<file path="config.mk">
export PLATFORM = sky130hd
export DESIGN_NAME = regfile_2r1w_clr
export DESIGN_NICKNAME = d
export VERILOG_FILES = /design/src/rtl/regfile_2r1w_clr.sv
export SDC_FILE = /design/constraint.sdc
export NUM_CORES = 1
export LEC_CHECK = 0
export CAP_MARGIN = 20
export CORE_AREA = 2 2 87 89
export DETAILED_ROUTE_END_ITERATION = 12
export DIE_AREA = 0 0 89 91
export PLACE_DENSITY = 0.83
export SKIP_LAST_GASP = 1
export SLEW_MARGIN = 10
export SYNTH_ARGS = -nofsm -noshare
export SYNTH_HDL_FRONTEND = slang
export SYNTH_SLANG_ARGS = --single-unit
export TNS_END_PERCENT = 1
</file>
<file path="constraint.sdc">
create_clock -name clk -period 3.15 [get_ports clk]
set_input_delay 0.315 -clock clk [delete_from_list [all_inputs] [get_ports clk]]
set_output_delay 0.315 -clock clk [all_outputs]
set_load 0.01 [all_outputs]
</file>
<file path="src/rtl/regfile_2r1w_clr.sv">
// Register file: 2 combinational read ports, 1 write port, synchronous reset and a one-entry-per-cycle clear engine.
// Optional macro REGFILE_2R1W_CLR_BYPASS_EN adds same-cycle write-to-read forwarding in IDLE.
module regfile_2r1w_clr #(
  parameter int unsigned p_nwords = 8,
  parameter int unsigned p_nbits  = 8
) (
  input  logic                        clk,
  input  logic                        rst,
  input  logic                        wen,
  input  logic [$clog2(p_nwords)-1:0] waddr,
  input  logic [p_nbits-1:0]          wdata,
  input  logic [$clog2(p_nwords)-1:0] raddr0,
  output logic [p_nbits-1:0]          rdata0,
  input  logic [$clog2(p_nwords)-1:0] raddr1,
  output logic [p_nbits-1:0]          rdata1,
  input  logic                        clear,
  output logic                        busy
);

  localparam int unsigned AW = $clog2(p_nwords);

  typedef enum logic {
    ST_IDLE  = 1'b0,
    ST_CLEAR = 1'b1
  } state_e;

  state_e             state_q, state_d;
  logic [AW-1:0]      cnt_q, cnt_d;
  logic [p_nbits-1:0] mem_q [p_nwords];
  logic [p_nbits-1:0] mem_d [p_nwords];

  // Next-state: writes only in IDLE; CLEAR zeroes entry cnt_q and steps the counter.
  always_comb begin
    state_d = state_q;
    cnt_d   = cnt_q;
    mem_d   = mem_q;
    case (state_q)
      ST_IDLE: begin
        // Ternary rather than if so an unknown wen/clear propagates X.
        mem_d[waddr] = wen ? wdata : mem_q[waddr];
        state_d      = clear ? ST_CLEAR : ST_IDLE;
        cnt_d        = '0;
      end
      ST_CLEAR: begin
        mem_d[cnt_q] = '0;
        cnt_d        = cnt_q + AW'(1);
        if (cnt_q == AW'(p_nwords - 1)) state_d = ST_IDLE;
      end
      default: begin
        state_d = ST_IDLE;
        cnt_d   = '0;
      end
    endcase
  end

  always_ff @(posedge clk) begin
    if (rst) begin
      state_q <= ST_IDLE;
      cnt_q   <= '0;
      mem_q   <= '{default: '0};
    end else begin
      state_q <= state_d;
      cnt_q   <= cnt_d;
      mem_q   <= mem_d;
    end
  end

  assign busy = (state_q == ST_CLEAR);

`ifdef REGFILE_2R1W_CLR_BYPASS_EN
  // Forward only writes that will actually commit, i.e. not those dropped during CLEAR.
  assign rdata0 = (wen && (state_q == ST_IDLE) && (waddr == raddr0)) ? wdata : mem_q[raddr0];
  assign rdata1 = (wen && (state_q == ST_IDLE) && (waddr == raddr1)) ? wdata : mem_q[raddr1];
`else
  assign rdata0 = mem_q[raddr0];
  assign rdata1 = mem_q[raddr1];
`endif

endmodule

</file>
Word-level counts from Yosys, hierarchy flattened
Index checks and enable logic that the tools add are counted.

Flip-flop bits (word level): 68. Word-level logic and storage cells: 47. Input port bits: 21.

Bitwise gates (word level): 7. Multiplexer cells: 20. $add $sub $neg: 1. $lt $le $gt $ge: 6. Reduce and logical (&&, ||, !) cells: 2. Equality and inequality tests: 1.

Operator list (number): $pmux W64 S2 (1); $bmux W8 S3 (3); $mux W8 (9); $and A64 B64 Y64 (1); $bwmux W64 (1); $not A64 Y64 (1); $demux W8 S3 (2); $ge A4 B4 Y1 const B (4); $not A3 Y4 (4); $lt A4 B1 Y1 const B (2); $pmux W3 S2 (1); $add A3 B1 Y3 const B (1); $eq A3 B3 Y1 const B (1); $logic_and A1 B1 Y1 (2); $mux W1 (2); $pmux W1 S2 (1); $not A1 Y1 (1).

Longest topological paths before layout
Gate-level depths: netlist of run 1.

Word-level depth: 8. Depth in mapped cells: 7. Gate-level depth less buffers: 5.

Worst setup path before layout of run 1
Ideal clock, no wire load.

Path type: input to output. Start point: in raddr0[0]. End point: out rdata0[7]. Arrival time: 1.575 ns. Data required time: 2.835 ns. Buffers on the path: 2. Stages on the path: 4. Setup slack: 1.260 ns. Cells stage by stage: buf_2 -> buf_2 -> mux4_2 -> mux2_2.

Word-level cells in the longest chain between the ends: 4.

RTL lines: start: declaration (line 12) `input logic [$clog2(p_nwords)-1:0] raddr0,`; $not A3 Y4 (not written as such) (line 75) `assign rdata0 = mem_q[raddr0];`; $bmux W8 S3 (line 75); $mux W8 (not written as such) (2 in series) (line 75); end: declaration (line 13) `output logic [p_nbits-1:0] rdata0,`.

Every way passes these cells. The select of a mux whose other input is x is not followed.

Worst setup path after layout of run 1
Start point: in raddr0[1]. End point: out rdata0[2].

Same word-level chain as after synthesis.

==> results of run 1 <==
## sequential cells by signal, indices dropped and copies added, names as in the netlist
register  cells
busy          1
cnt_q         3
mem_q        64
## critical path: cells and delay by family
family / cells / cell delay, ns
buffers and inverters: 3 / 1.21
multiplexers: 2 / 0.82
## layout make-up
type | count | area, µm² | share of cell area, %
multi-input combinational | 287 | 2800 | 54.4
sequential | 68 | 1360 | 26.4
timing repair buffer | 63 | 598 | 11.6
clock buffer | 12 | 155 | 3.01
tap | 99 | 124 | 2.40
clock inverter | 4 | 95.1 | 1.84
inverter | 5 | 18.8 | 0.364
## cell usage after synthesis (4+ instances only)
library cell / number
a21o_1: 18
a21oi_1: 7
a22o_1: 27
a32o_1: 26
a32oi_1: 5
and4b_1: 4
buf_2: 17
buf_4: 6
buf_6: 5
clkbuf_1: 8
dfxtp_1: 68
inv_1: 5
mux2_2: 18
mux2i_1: 14
mux4_2: 32
nand2_1: 31
nand2b_1: 6
nand3_1: 6
nand3b_1: 6
nor2_1: 16
nor2b_1: 6
nor3_2: 5
nor3b_1: 4
o21ai_0: 13
o21ai_1: 5
## power by group
part / internal (mW) / switching (mW)
logic: 0.155 / 0.188
clock network: 0.568 / 0.333
registers: 0.882 / 0.0303
total: 1.60 / 0.552
## metal layers
metal | global-route usage (%) | up-vias | share of wire [%]
li1 | - | 1677 | -
met2 | 50.1 | 278 | 47
met1 | 44.3 | 1843 | 38
met3 | 5.55 | 52 | 11
met4 | 17.8 | 0 | 3.9
met5 | 0 | - | 0
## cell families (layout without fill, tap and decap cells)
logic type               count (synthesis)  count (layout)  share of synthesized area, %
AO/OA/AOI/OAI                          122             122                          24.5
adder cells (fa/ha/maj)                  2               2                         0.569
AND/OR/NAND/NOR                         98              98                          13.9
multiplexers                            65              65                          24.5
buffers and inverters                   43              84                          5.52
flip-flops                              68              68                          30.9
## layout by cell type (no fill, tap or decap), types with 2 or more instances in the layout
master            n
dfxtp_1          68
clkdlybuf4s50_1  36
mux4_2           32
nand2_1          31
a22o_1           27
a32o_1           26
buf_4            23
mux2_2           18
a21o_1           18
nor2_1           16
mux2i_1          14
o21ai_0          13
clkbuf_8         11
a21oi_1           7
nand3_1           6
nand2b_1          6
nand3b_1          6
nor2b_1           6
inv_1             5
nor3_2            5
a32oi_1           5
o21ai_1           5
and4b_1           4
nor3b_1           4
o22a_1            3
a311oi_4          3
nor3_1            3
a31o_2            3
nor4b_2           3
bufinv_16         3
buf_12            3
o41a_1            2
a311oi_2          2
nor4bb_1          2
and3b_1           2
ha_1              2
## worst paths after layout
path / end / slack (ns) / depth (start not counted)
worst max register to register: mem_q[2] / 0.89 / 5
worst max-delay path: rdata0[2] / 0.47 / 5
worst min-delay path: mem_q[48] / 0.50 / 2
worst min register to register: mem_q[48] / 0.50 / 2
==> metrics.cfg, run 1 <==
[floorplan]
io-pin-count = 38
die-width_um = 89
row_count = 31
die-area_mm2 = 0.00810
initial_utilization_pct = 61.7
coreArea_mm2 = 0.00714
die_h_um = 91

[placement]
port_buffers = 37
placed_area_mm2 = 0.00490
dpl.cell_count = 522
hpwl_mm = 8.23
gp_congestion = 0.898
dp_slack_ns = 0.473

[layout]
fin_util_pct = 72.2
area_growth_pct = 17.1
final_nets = 457
finalInstanceArea_mm2 = 0.00515
drive_gt1_share_pct = 26.2
antenna_cells = 0
stdcell_count = 538
fill_cells = 516

[sta]
rsz0062_at_grt = no
max_freq_ghz = 0.373
finalCritPeriodShare_pct = 85.1
setup_viol = 0
fin_skew_ns = 0.00567
tns_ns = 0
period_needed_ns = 2.68
worstMarginPinSlew_ns = 0.946
whs_ns = 0.502
maxSlewHeadroom_pct = 37.0
slew_violations = 0
worst_slack_ns = 0.468
hold_viol_final = 0

[pwr]
leakage_nw = 1.95
power_density_mw_per_mm2 = 418
ir_worst_vdd_mv = 0.273
power_mw = 2.16

[synth]
ys_top_cells_by_area = dfxtp_1, mux4_2, a32o_1
synth_top_area_share_pct = 30.9
synth_cell_types = 48
synth_edf_count = 0
async_flop_share_pct = 0
synth_top_area_cell = dfxtp_1
syn_area_per_cell_um2 = 11.1
syn_area_mm2 = 0.00440
synth_seq_cells = 68
yosys_warnings = 0
ys_seq_area_share_pct = 30.9
syn-instance-count = 398
syn_nets = 421
ys.flop_type = dfxtp_1

[clock_network]
cts_hold_buf = 0
cts_setup_buffers = 0
cts_tree = done
cts.clk_slew.worst_paths_ns = 0.07
cts_sinks = 68
cts_buffers = 9
clock-root-buffer = clkbuf_8
max-clock-path-buffers = 2
h-tree-depth = 3
clk_latency_ns = 0.35
cts-resized-gates = 0

[worst_setup_path]
crit_path_end_kind = output port
required_ns = 2.83
crit_slowest_cell = mux4_2
crit_chain = clkdlybuf4s50_1 > buf_4 > mux4_2 > mux2_2 > clkdlybuf4s50_1
crit_top_cell = clkdlybuf4s50_1
critical_path_arrival_ns = 2.37
critPathMaxFanout = 14
crit_type = in2out
start_kind = input pin
startpoint = raddr0[1]
slowest_delay_ns = 0.55
r2r_start = busy

[route]
avgRoutedWirePerCell_um = 23.7
dr.pass1.iters = 5
vias = 3850
drt_wl_total_mm = 12.7
viasPerCell = 7.16
drc = 0
ant_nets = 0
drtIter0Drc = 409

[global_routing]
grt_max_degree = 49
grt_pass1_wl_mm = 20.0
grt_pass1_vias = 3786
grtUsageTotal_pct = 32.9
globalRouteOverflowTotal = 0
antenna_found_initial = 0

[status]
status = finished clean

[run]
maxCapViolCount = 0

[min_path]
min_path_type = reg2reg
holdCritStartpoint = mem_q[48]

(Power assumes the default switching activity.)
==> run 2, diff against run 1 <==
--- a/config.mk
+++ b/config.mk
@@ -6,10 +6,11 @@
 export NUM_CORES = 1
 export LEC_CHECK = 0
 export CAP_MARGIN = 20
-export CORE_AREA = 2 2 87 89
+export CORE_AREA = 2 2 108 110
 export DETAILED_ROUTE_END_ITERATION = 12
-export DIE_AREA = 0 0 89 91
-export PLACE_DENSITY = 0.83
+export DIE_AREA = 0 0 110 112
+export PLACE_DENSITY = 0.57
+export REMOVE_ABC_BUFFERS = 1
 export SKIP_LAST_GASP = 1
 export SLEW_MARGIN = 10
 export SYNTH_ARGS = -nofsm -noshare
==> metrics.cfg, run 2 (synthesis results as in run 1) <==
[run]
maxCapViolCount = 0  ; unchanged

[global_routing]
grtUsageTotal_pct = 22.5  ; -10 points
grt_max_degree = 36  ; -27%
antenna_found_initial = 0  ; unchanged
grt_pass1_vias = 3594  ; -5.1%
globalRouteOverflowTotal = 0  ; unchanged
grt_pass1_wl_mm = 20.6  ; +2.7%

[worst_setup_path]
crit_chain = clkdlybuf4s50_1 > buf_4 > mux4_2 > mux2_2 > clkdlybuf4s50_1
critPathMaxFanout = 14  ; unchanged
critPathTopFamily = buffers and inverters
critPathBufInv = 3  ; unchanged
required_ns = 2.83  ; about the same
slowest_delay_ns = 0.54  ; about the same
crit_slowest_cell = mux4_2
crit_path_end_kind = output port
crit_type = in2out
crit_top_cell = clkdlybuf4s50_1
start_kind = input pin
critical_path_arrival_ns = 2.35  ; -0.02 ns

[min_path]
min_path_type = reg2reg

[route]
drt_wl_total_mm = 13.2  ; +3.5%
drtIter0Drc = 251  ; -39%
avgRoutedWirePerCell_um = 22.6  ; -4.6%
drc = 0  ; unchanged
vias = 3591  ; -6.7%
viasPerCell = 6.15  ; -14%
dr.pass1.iters = 4  ; -1
ant_nets = 0  ; unchanged

[pwr]
power_density_mw_per_mm2 = 431  ; +3.1%
ir_worst_vdd_mv = 0.194  ; -29%
power_mw = 2.27  ; +5.4%
p_clk_share_pct = 44.8  ; +3.0 points
p_comb_share_pct = 15.2  ; -0.7 points
p_int_mw = 1.65  ; +3.0%
netSwitchingFraction_pct = 27.3  ; +1.7 points
power.switching_mw = 0.621  ; +12%
pwr-share-seq_pct = 40.0  ; -2.3 points
leakage_nw = 1.97  ; +1.1%

[sta]
whs_ns = 0.493  ; -0.00973 ns
finalCritPeriodShare_pct = 84.7  ; -0.40 points
worst_slack_ns = 0.480  ; +0.0126 ns
hold_viol_final = 0  ; unchanged
max_freq_ghz = 0.375  ; +0.47%
maxSlewHeadroom_pct = 22.9  ; -14 points
tns_ns = 0  ; unchanged
slew_violations = 0  ; unchanged
period_needed_ns = 2.67  ; -0.0126 ns
rsz0062_at_grt = no
fin_skew_ns = 0.00695  ; +0.00128 ns
setup_viol = 0  ; unchanged
worstMarginPinSlew_ns = 1.15  ; +0.206 ns

[status]
status = finished clean

[floorplan]
die-width_um = 110  ; +24%
io-pin-count = 38  ; unchanged
coreArea_mm2 = 0.0112  ; +57%
row_count = 39  ; +26%
initial_utilization_pct = 39.4  ; -22 points
die_h_um = 112  ; +23%
die-area_mm2 = 0.0123  ; +52%

[clock_network]
max-clock-path-buffers = 2  ; unchanged
cts_sinks = 68  ; unchanged
cts_buffers = 9  ; unchanged
cts_hold_buf = 0  ; unchanged
cts-resized-gates = 0  ; unchanged
h-tree-depth = 3  ; unchanged
cts_tree = done
clk_latency_ns = 0.33  ; -0.02 ns
cts.clk_slew.worst_paths_ns = 0.06  ; about the same
cts_setup_buffers = 0  ; unchanged
clock-root-buffer = clkbuf_16

[layout]
largest_reg_flops = 64  ; unchanged
fill_cells = 1011  ; +96%
regMostFlops = mem_q
final_nets = 459  ; +0.44%
final_cell_mix = dfxtp_1, clkdlybuf4s50_1, mux4_2, nand2_1, a22o_1
final_common_cell = dfxtp_1
area_growth_pct = 19.8
antenna_cells = 0  ; unchanged
drive_gt1_share_pct = 27.0  ; +0.79 points

[placement]
hpwl_mm = 8.65  ; +5.1%
dp_slack_ns = 0.469  ; -0.00485 ns
port_buffers = 37  ; unchanged
gp_congestion = 0.849  ; -5.4%

==> run 2: cell count changes in the layout (fill, tap and decap cells not counted), sizes merged <==
cell / delta
buf: +3
clkbuf: -3
clkinvlp: +3
bufinv: -2
clkdlybuf4s50: -1
clkinv: +1
inv: +1
==> run 2: worst min-delay path, cell delays in order, from the launching register on <==
cell and delay, ns:
dfxtp_1 0.33, nand2_1 0.05, o21ai_0 0.06
==> run 2: layer usage <==
metal  track usage [%]  vias up  routed length [µm]
met5                 0        -                   0
met4              8.86        0                 279
met3              3.16       21                1010
met2              34.3      140                6220
met1              31.9     1749                5690
li1                  -     1681                   -
==> run 2: path summary, 6_finish.rpt <==
path,start,endpoint,slack (ns),cells past startpoint
worst max-delay path,raddr0[1],rdata0[1],0.48,5
worst min-delay path,mem_q[0],mem_q[0],0.49,2
worst max register to register,busy,mem_q[13],0.85,5
worst min register to register,mem_q[0],mem_q[0],0.49,2
==> run 2: area by class of cell <==
class	instances	area [µm²]	area share, %
clock inverter	7	75.1	1.42
timing repair buffer	65	608	11.5
multi-input combinational	287	2800	53.2
sequential	68	1360	25.8
inverter	5	18.8	0.356
clock buffer	9	225	4.27
tap	143	179	3.40
==> run 2: metrics by stage <==
step / std cells / util (%) / instance area (µm²)
after CTS: 584 / 47.2 / 5270
after global placement: 568 / 44.5 / 4970
after global routing: 584 / 47.2 / 5270
final: 584 / 47.2 / 5270
after floorplan: 360 / - / 4180
after detailed placement: 568 / 44.5 / 4970
==> run 2: power groups by stage <==
stage	combinational [mW]	sequential [mW]	clock, mW
floorplan	0.158	0.921	0
global placement	0.343	0.927	0
detailed placement	0.344	0.929	0
CTS	0.345	0.910	1.03
global route	0.368	0.914	1.07
finish	0.345	0.910	1.02
